==> src/rtl/sparse_term_scheduler.sv <==
// sparse_term_scheduler
//
// Purpose:
//   Run-level sequencer for the sparse-polynomial multiply controller. A run
//   optionally zero-fills the accumulator memory, then hands the controller
//   one job per sparse word, starting at a configurable sparse-memory
//   address. The scheduler waits for each job to finish before issuing the
//   next one. A watchdog guards every job. The host can abort a run at any
//   time.
//
// Ports:
//   clk, rst_n            clock; asynchronous active-low reset
//   cfg_start_i           start pulse; only looked at while idle
//   cfg_abort_i           abort level; honoured in any non-idle state
//   cfg_clear_acc_i       zero-fill the accumulator before the first job
//   cfg_num_terms_i       number of sparse words in the run
//   cfg_base_addr_i       sparse-memory address of the first word
//   ctrl_start_o          one-cycle job start to the controller
//   ctrl_sparse_addr_o    sparse word address of the current job
//   ctrl_busy_i           controller busy; a job start waits for it to drop
//   ctrl_done_i           controller job complete
//   clr_we_o, clr_addr_o  accumulator clear write enable and address
//   clr_data_o            accumulator clear data; always zero
//   acc_sel_o             1 while the scheduler owns the accumulator write port
//   busy_o                run in progress
//   done_o                one-cycle run-complete pulse
//   err_o, err_code_o     sticky error flag and cause
//                         (1 timeout, 2 bad count, 3 aborted)
//   terms_done_o          jobs completed in the current or last run

`timescale 1ns/1ps

module sparse_term_scheduler #(
    parameter int WORD_WIDTH      = 32,
    parameter int ACC_WORDS       = 553,
    parameter int MEM_SPARSE_SIZE = 50,
    parameter int TIMEOUT_CYCLES  = 65535
) (
    input  logic                  clk,
    input  logic                  rst_n,
    input  logic                  cfg_start_i,
    input  logic                  cfg_abort_i,
    input  logic                  cfg_clear_acc_i,
    input  logic [5:0]            cfg_num_terms_i,
    input  logic [9:0]            cfg_base_addr_i,
    output logic                  ctrl_start_o,
    output logic [9:0]            ctrl_sparse_addr_o,
    input  logic                  ctrl_busy_i,
    input  logic                  ctrl_done_i,
    output logic                  clr_we_o,
    output logic [9:0]            clr_addr_o,
    output logic [WORD_WIDTH-1:0] clr_data_o,
    output logic                  acc_sel_o,
    output logic                  busy_o,
    output logic                  done_o,
    output logic                  err_o,
    output logic [1:0]            err_code_o,
    output logic [5:0]            terms_done_o
);

    typedef enum logic [2:0] {
        IDLE,
        CLEAR,
        ISSUE,
        WAIT,
        FINISH,
        ERROR
    } state_t;

    localparam logic [9:0]  LAST_CLR_ADDR = 10'(ACC_WORDS - 1);
    localparam logic [15:0] WDOG_LAST     = 16'(TIMEOUT_CYCLES - 1);
    localparam logic [6:0]  MAX_TERMS     = 7'(MEM_SPARSE_SIZE);

    localparam logic [1:0] CODE_NONE    = 2'd0;
    localparam logic [1:0] CODE_TIMEOUT = 2'd1;
    localparam logic [1:0] CODE_BADNUM  = 2'd2;
    localparam logic [1:0] CODE_ABORT   = 2'd3;

    state_t      state_q;
    logic [5:0]  numTerms_q;
    logic [9:0]  baseAddr_q;
    logic [9:0]  clrAddr_q;
    logic [15:0] wdog_q;
    logic [1:0]  pendCode_q;
    logic        ctrlStart_q;
    logic [9:0]  ctrlAddr_q;
    logic        clrWe_q;
    logic        accSel_q;
    logic        busy_q;
    logic        done_q;
    logic        err_q;
    logic [1:0]  errCode_q;
    logic [5:0]  termsDone_q;

    logic [5:0]  termsNext_d;
    logic [9:0]  issueAddr_d;

    // Next job address and job count. The address wraps at the 10-bit
    // boundary on purpose, so a run may straddle the top of sparse memory.
    always_comb begin
        termsNext_d = termsDone_q + 6'd1;
        issueAddr_d = baseAddr_q + {4'b0000, termsDone_q};
    end

    // Run sequencer. Every output is a register, so a state's visible
    // effect on done/err shows up in the cycle after that state. The error
    // cause is held in pendCode_q until ERROR publishes it together with err.
    // Abort is checked before the state case, so it wins over a ctrl_done
    // or a watchdog expiry in the same cycle.
    always_ff @(posedge clk or negedge rst_n) begin
        if (!rst_n) begin
            state_q     <= IDLE;
            numTerms_q  <= '0;
            baseAddr_q  <= '0;
            clrAddr_q   <= '0;
            wdog_q      <= '0;
            pendCode_q  <= CODE_NONE;
            ctrlStart_q <= 1'b0;
            ctrlAddr_q  <= '0;
            clrWe_q     <= 1'b0;
            accSel_q    <= 1'b0;
            busy_q      <= 1'b0;
            done_q      <= 1'b0;
            err_q       <= 1'b0;
            errCode_q   <= CODE_NONE;
            termsDone_q <= '0;
        end else begin
            ctrlStart_q <= 1'b0;
            done_q      <= 1'b0;
            if (cfg_abort_i && (state_q != IDLE)) begin
                state_q   <= IDLE;
                busy_q    <= 1'b0;
                clrWe_q   <= 1'b0;
                accSel_q  <= 1'b0;
                err_q     <= 1'b1;
                errCode_q <= CODE_ABORT;
            end else begin
                case (state_q)
                    IDLE: begin
                        if (cfg_start_i) begin
                            numTerms_q  <= cfg_num_terms_i;
                            baseAddr_q  <= cfg_base_addr_i;
                            err_q       <= 1'b0;
                            errCode_q   <= CODE_NONE;
                            termsDone_q <= '0;
                            busy_q      <= 1'b1;
                            if ({1'b0, cfg_num_terms_i} > MAX_TERMS) begin
                                pendCode_q <= CODE_BADNUM;
                                state_q    <= ERROR;
                            end else if (cfg_clear_acc_i) begin
                                clrAddr_q <= '0;
                                clrWe_q   <= 1'b1;
                                accSel_q  <= 1'b1;
                                state_q   <= CLEAR;
                            end else if (cfg_num_terms_i == 6'd0) begin
                                state_q <= FINISH;
                            end else begin
                                state_q <= ISSUE;
                            end
                        end
                    end
                    CLEAR: begin
                        if (clrAddr_q == LAST_CLR_ADDR) begin
                            clrWe_q  <= 1'b0;
                            accSel_q <= 1'b0;
                            state_q  <= (numTerms_q == 6'd0) ? FINISH : ISSUE;
                        end else begin
                            clrAddr_q <= clrAddr_q + 10'd1;
                        end
                    end
                    ISSUE: begin
                        ctrlAddr_q <= issueAddr_d;
                        if (!ctrl_busy_i) begin
                            ctrlStart_q <= 1'b1;
                            wdog_q      <= '0;
                            state_q     <= WAIT;
                        end
                    end
                    WAIT: begin
                        if (ctrl_done_i) begin
                            termsDone_q <= termsNext_d;
                            state_q     <= (termsNext_d == numTerms_q) ? FINISH : ISSUE;
                        end else if (wdog_q == WDOG_LAST) begin
                            pendCode_q <= CODE_TIMEOUT;
                            state_q    <= ERROR;
                        end else begin
                            wdog_q <= wdog_q + 16'd1;
                        end
                    end
                    FINISH: begin
                        done_q  <= 1'b1;
                        busy_q  <= 1'b0;
                        state_q <= IDLE;
                    end
                    ERROR: begin
                        err_q     <= 1'b1;
                        errCode_q <= pendCode_q;
                        busy_q    <= 1'b0;
                        state_q   <= IDLE;
                    end
                    default: begin
                        state_q <= IDLE;
                    end
                endcase
            end
        end
    end

    assign ctrl_start_o       = ctrlStart_q;
    assign ctrl_sparse_addr_o = ctrlAddr_q;
    assign clr_we_o           = clrWe_q;
    assign clr_addr_o         = clrAddr_q;
    assign clr_data_o         = '0;
    assign acc_sel_o          = accSel_q;
    assign busy_o             = busy_q;
    assign done_o             = done_q;
    assign err_o              = err_q;
    assign err_code_o         = errCode_q;
    assign terms_done_o       = termsDone_q;

endmodule

==> config.mk <==
export PLATFORM = sky130hd
export DESIGN_NAME = sparse_term_scheduler
export DESIGN_NICKNAME = d
export VERILOG_FILES = /design/src/rtl/sparse_term_scheduler.sv
export SDC_FILE = /design/constraint.sdc
export NUM_CORES = 1
export LEC_CHECK = 0
export BUFFER_PORTS_ARGS = -buffer_cell sky130_fd_sc_hd__buf_4
export CORE_MARGIN = 10
export CORE_UTILIZATION = 35
export DETAILED_ROUTE_END_ITERATION = 6
export GPL_TIMING_DRIVEN = 0
export MAX_ROUTING_LAYER = met4
export PLACE_DENSITY_LB_ADDON = 0.25
export SYNTH_ARGS = -nofsm -noshare
export SYNTH_HDL_FRONTEND = slang
export SYNTH_SLANG_ARGS = --single-unit
==> constraint.sdc <==
create_clock -name clk -period 2.7 [get_ports clk]
set_input_delay 0.135 -clock clk [delete_from_list [all_inputs] [get_ports clk]]
set_output_delay 0.135 -clock clk [all_outputs]
set_load 0.03 [all_outputs]
# After elaboration in Yosys (flattened, before gate mapping)
# Index checks and enable logic that the tools add are counted.
[word_totals] ff_bits=70 input_bits=23 elab_cells=115
[op_classes] n_addsub=4 order_cmp=1 n_eq_ne=24 n_mux=49 n_bitwise=1 n_reduce_logical=22
[ops] cell="2-to-1 mux 16 bit" n=3
[ops] cell="2-to-1 mux 10 bit" n=4
[ops] cell="2-to-1 mux 3 bit" n=11
[ops] cell="one-hot mux 16 bit (2 select lines)" n=1
[ops] cell="!= test 2 bit, second input constant" n=10
[ops] cell="one-hot mux 10 bit (2 select lines)" n=1
[ops] cell="adder 16 x 1 -> 16 bit, second input constant" n=1
[ops] cell="== test 16 bit, second input constant" n=1
[ops] cell="!= test 3 bit, second input constant" n=5
[ops] cell="2-to-1 mux 1 bit" n=14
[ops] cell="logical NOT 6 bit" n=2
[ops] cell="2-to-1 mux 2 bit" n=6
[ops] cell="2-to-1 mux 6 bit" n=2
[ops] cell="one-hot mux 3 bit (4 select lines)" n=1
[ops] cell="one-hot mux 6 bit (2 select lines)" n=1
[ops] cell="AND reduction 6 bit" n=2
[ops] cell="nonzero test 3 bit" n=4
[ops] cell="adder 10 x 1 -> 10 bit, second input constant" n=1
[ops] cell="adder 10 x 6 -> 10 bit" n=1
[ops] cell="== test 10 bit, second input constant" n=1
[ops] cell="AND reduction 5 bit" n=2
[ops] cell="one-hot mux 2 bit (2 select lines)" n=2
[ops] cell="AND reduction 4 bit" n=2
[ops] cell="adder 6 x 1 -> 6 bit, second input constant" n=1
[ops] cell="other kinds (14)" n=22

# Logic depth before layout (Yosys ltp)
[logic_depth] word_depth=7 ltp_mapped=9

# Least setup slack after synthesis
# Ideal clock, no wire load.
[synth_path] path_kind="register to register" start="reg termsDone_q[0], in the netlist terms_done_o[0]" end="reg ctrlAddr_q[8], in the netlist ctrl_sparse_addr_o[8]" setup_time_ps=83 t_arrival_ps=2072 required_ps=2617 slack_ps=546 path_stages_with_launch=10 period_less_slack_ps=2154 cell_sequence="dfrtp_1 -> ha_1 -> inv_1 -> fa_1 -> nor2b_1 -> o21ai_0 -> a21oi_1 -> o311ai_0 -> xor2_1 -> o21ai_0"
[synth_between] elab_chain_cells=1
[synth_lines] item="from (decl)" line="93" rtl="logic [5:0] termsDone_q;"
[synth_lines] item="from (signal assigned)" line="181" rtl="termsDone_q <= termsNext_d;"
[synth_lines] item="adder 10 x 6 -> 10 bit" line="102" rtl="issueAddr_d = baseAddr_q + {4'b0000, termsDone_q};"
[synth_lines] item="to (signal assigned)" line="172" rtl="ctrlAddr_q <= issueAddr_d;"
[synth_lines] item="to (decl)" line="86" rtl="logic [9:0] ctrlAddr_q;"
# Every way passes these cells.
# A chain may end at the register's enable or synchronous reset.

# Final worst setup path
# Ends and elaborated chain as after synthesis.

==> impl_metrics.yaml <==
setup_path:
  crit_type: "reg -> reg"
  crit_slowest_cell: "dfrtp_1"
  path_common_cell: "o21ai_0"
  reg2reg_to: "ctrl_sparse_addr_o[8]"
  r2r_start: "terms_done_o[0]"
  arrival_ps: 2450
  r2r_cells: 9
  critPathMaxFanout: 8
  cpPeakStageDelay_ps: 480
  crit_path_start_kind: "register"
  required_ps: 2890
  crit_chain: "ha_1 > inv_1 > fa_1 > nor2b_1 > o21ai_0 > a21oi_1 > o311ai_0 > xor2_1 > o21ai_0"
  critPathCaptureType: "register"
  rrSetupSlack_ps: 440
power:
  p_leak_nw: 2.43
  ir_drop_v: 0.000509
  power.density_nw_per_um2: 952
hold_path:
  min_from: "cfg_base_addr_i[7]"
  holdPathStages: 2
  hold_path.class: "in -> reg"
  min_to: "baseAddr_q[7]"
clocking:
  clk_pin_slew_ps: 60
  clkSinkCount: 70
  clockBufferDepth: 2
  postCtsSetupBuffers: 0
  numCtsBuffers: 9
  clock_latency_ps: 330
  cts-root-buf: "clkbuf_16"
  cts_tree: "yes"
  htreeDepth: 3
detailed_routing:
  drt-total-wl_um: 9910
  drtIter0Drc: 235
  drc_errors: 0
  ant_nets: 0
  wl_per_cell_um: 14.6
  via_per_inst: 4.95
  num_vias: 3363
  firstDrtPassIters: 4
timing:
  final-setup-viol-count: 0
  hold_viol: 0
  relSlewSlack: 0.394
  report.final.slew_viol_count: 0
  fin_setup_tns_ps: 0
  period_needed_ps: 2260
  clock_skew_ps: 7.61
  holdWs_ps: 39.4
  timing.final.crit_share: 0.839
  max_freq_mhz: 442
  grt_setup_unrepaired: "false"
  worstMarginPinSlew_ps: 910
  fin_ws_ps: 435
synthesis:
  syn-cell-area_um2: 4100
  synth_edf_count: 0
  ys_seq_area_frac: 0.428
  async_reset_ff_frac: 1.00
  synth-main-ff-cell: "dfrtp_1"
  netlist.area_leader.share: 0.428
  synth_area_leaders: "dfrtp_1 (43%), buf_4 (6.0%), mux2_2 (4.9%), o21ai_0 (3.9%), nand2_1 (3.7%)"
  yosysUniqueCellTypes: 55
  synth_top_cell_by_area: "dfrtp_1"
  synth_cells: 434
  ys_ff_latch: 70
  synth.avg_cell_area_um2: 9.44
  ys_warn_count: 0
finish:
  final_common_cell: "buf_4"
  antenna_cells: 0
  layout.nets: 567
  stdcell_count: 680
  syn_to_final_growth_pct: 26.3
  fin_util: 0.453
  drive_gt1_frac: 0.250
  final_cell_mix: "buf_4 (88), dfrtp_1 (70), nand2_1 (40)"
global_routing:
  gr-total-overflow: 0
  track_usage: 0.126
  grt_max_degree: 71
  grt_pass1_wl_um: 16600
  antenna_found_initial: 0
  grt_pass1_vias: 3380
die:
  row_count: 39
  io_pins: 89
  start_util: 0.359
  dieHeight_um: 128
  dieWidth_um: 128
  core_um2: 11400
  die_area_um2: 16400
place:
  dp.cells: 663
  gp_congestion: 0.837
  pre_cts_ws_ps: 434
  io_buffers: 55
  dp_hpwl_um: 7550
outcome:
  status: "finished clean"
run:
  drv_cap: 0
how the worst max path moves through the flow:
| stage | from | endpoint | slack, ps | depth (start not counted) |
|---|---|---|---|---|
| 6_report | terms_done_o[0] | ctrl_sparse_addr_o[8] | 440 | 9 |
| 5_1_grt | terms_done_o[0] | ctrl_sparse_addr_o[8] | 210 | 9 |
| 4_1_cts | terms_done_o[0] | ctrl_sparse_addr_o[8] | 420 | 9 |
| 3_5_place_dp | terms_done_o[0] | ctrl_sparse_addr_o[8] | 430 | 9 |
| 3_3_place_gp | terms_done_o[0] | ctrl_sparse_addr_o[8] | 500 | 9 |
| 2_1_floorplan | terms_done_o[0] | ctrl_sparse_addr_o[8] | 550 | 9 |
per-layer routing:
metal	vias to the layer above	share of wire	wire, um	global-route usage
met2	84	0.48	4720	0.196
met4	0	0.016	160	0.0404
li1	1676	-	-	-
met1	1593	0.45	4430	0.152
met3	10	0.061	600	0.0414
met5	-	0	0	-
critical path: cells and delay by family, from the launching register on:
kind            cells  cell delay [ps]
xor+xnor            1              180
fa+ha+maj           2              470
compound gates      4              880
flops               1              480
simple gates        1               50
buf+inv             1               70
synthesized netlist by cell type (2+ instances only):
cell	n
nor3_1	14
o21ai_0	32
and2_1	6
nor4_1	5
nor2b_1	4
xnor2_1	13
buf_4	33
mux2i_1	3
a21oi_1	20
o211a_1	2
a21o_1	2
nor2_1	28
or3_1	7
inv_1	16
nand2b_1	5
xor2_1	12
clkbuf_1	7
o311ai_0	2
o221ai_1	2
and3_1	7
and4_1	6
nand4_1	3
dfrtp_1	70
nand2_1	40
o22ai_1	2
ha_1	11
a211o_1	2
o31ai_1	3
nand3_1	21
or4_1	3
a22o_1	3
mux2_2	18
o211ai_1	3
buf_2	6
nand3b_1	2
a31oi_1	2
cell type report:
class                   count  area [um^2]
fillers                  1087         6250
multi-input cells         332         2090
flip-flops and latches     70         1750
repair buffers             56          423
plain buffers              47          308
clock buffers              11          253
well taps                 143          179
clock inverters             5          105
inverters                  16         60.1
power by group:
part	switching (mW)	leakage, nW	internal [mW]	total (mW)
Sequential	0.279	0.902	1.37	1.65
Combinational	1.10	1.36	0.780	1.88
Clock	0.444	0.168	0.953	1.40
Total	1.83	2.43	3.10	4.93
what timing repair did:
item                                   CTS  global route
endpoints found under the hold margin   70             0
resized for setup                        0             0
hold buffers                             1             0
cells by family (layout without fill, tap and decap cells):
logic type	after synthesis	after routing	share of synthesized area
buffers and inverters	63	135	0.0898
other	1	32	0.000915
adders and majority gates	12	12	0.0385
DFF	70	70	0.428
muxes	21	21	0.0568
and+or+nand+nor	158	158	0.200
AOI/OAI and AO/OA	84	84	0.133
xor gates and xnor gates	25	25	0.0535
registers in the layout, indices dropped and copies added, names as in the netlist:
| name | cells |
|---|---|
| state_q | 3 |
| ctrl_sparse_addr_o | 10 |
| busy_o | 1 |
| pendCode_q | 2 |
| done_o | 1 |
| wdog_q | 16 |
| baseAddr_q | 10 |
| ctrl_start_o | 1 |
| acc_sel_o | 1 |
| err_code_o | 2 |
| terms_done_o | 6 |
| err_o | 1 |
| numTerms_q | 6 |
| clr_addr_o | 10 |
through the flow:
step           area, um^2  power [mW]
6_report             5170        4.93
5_1_grt              5170        5.26
4_1_cts              5170        4.99
3_3_place_gp         4800        3.52
2_1_floorplan        4210        2.96
3_5_place_dp         4800        3.57
Note: power is estimated with default switching activity, not from simulation.
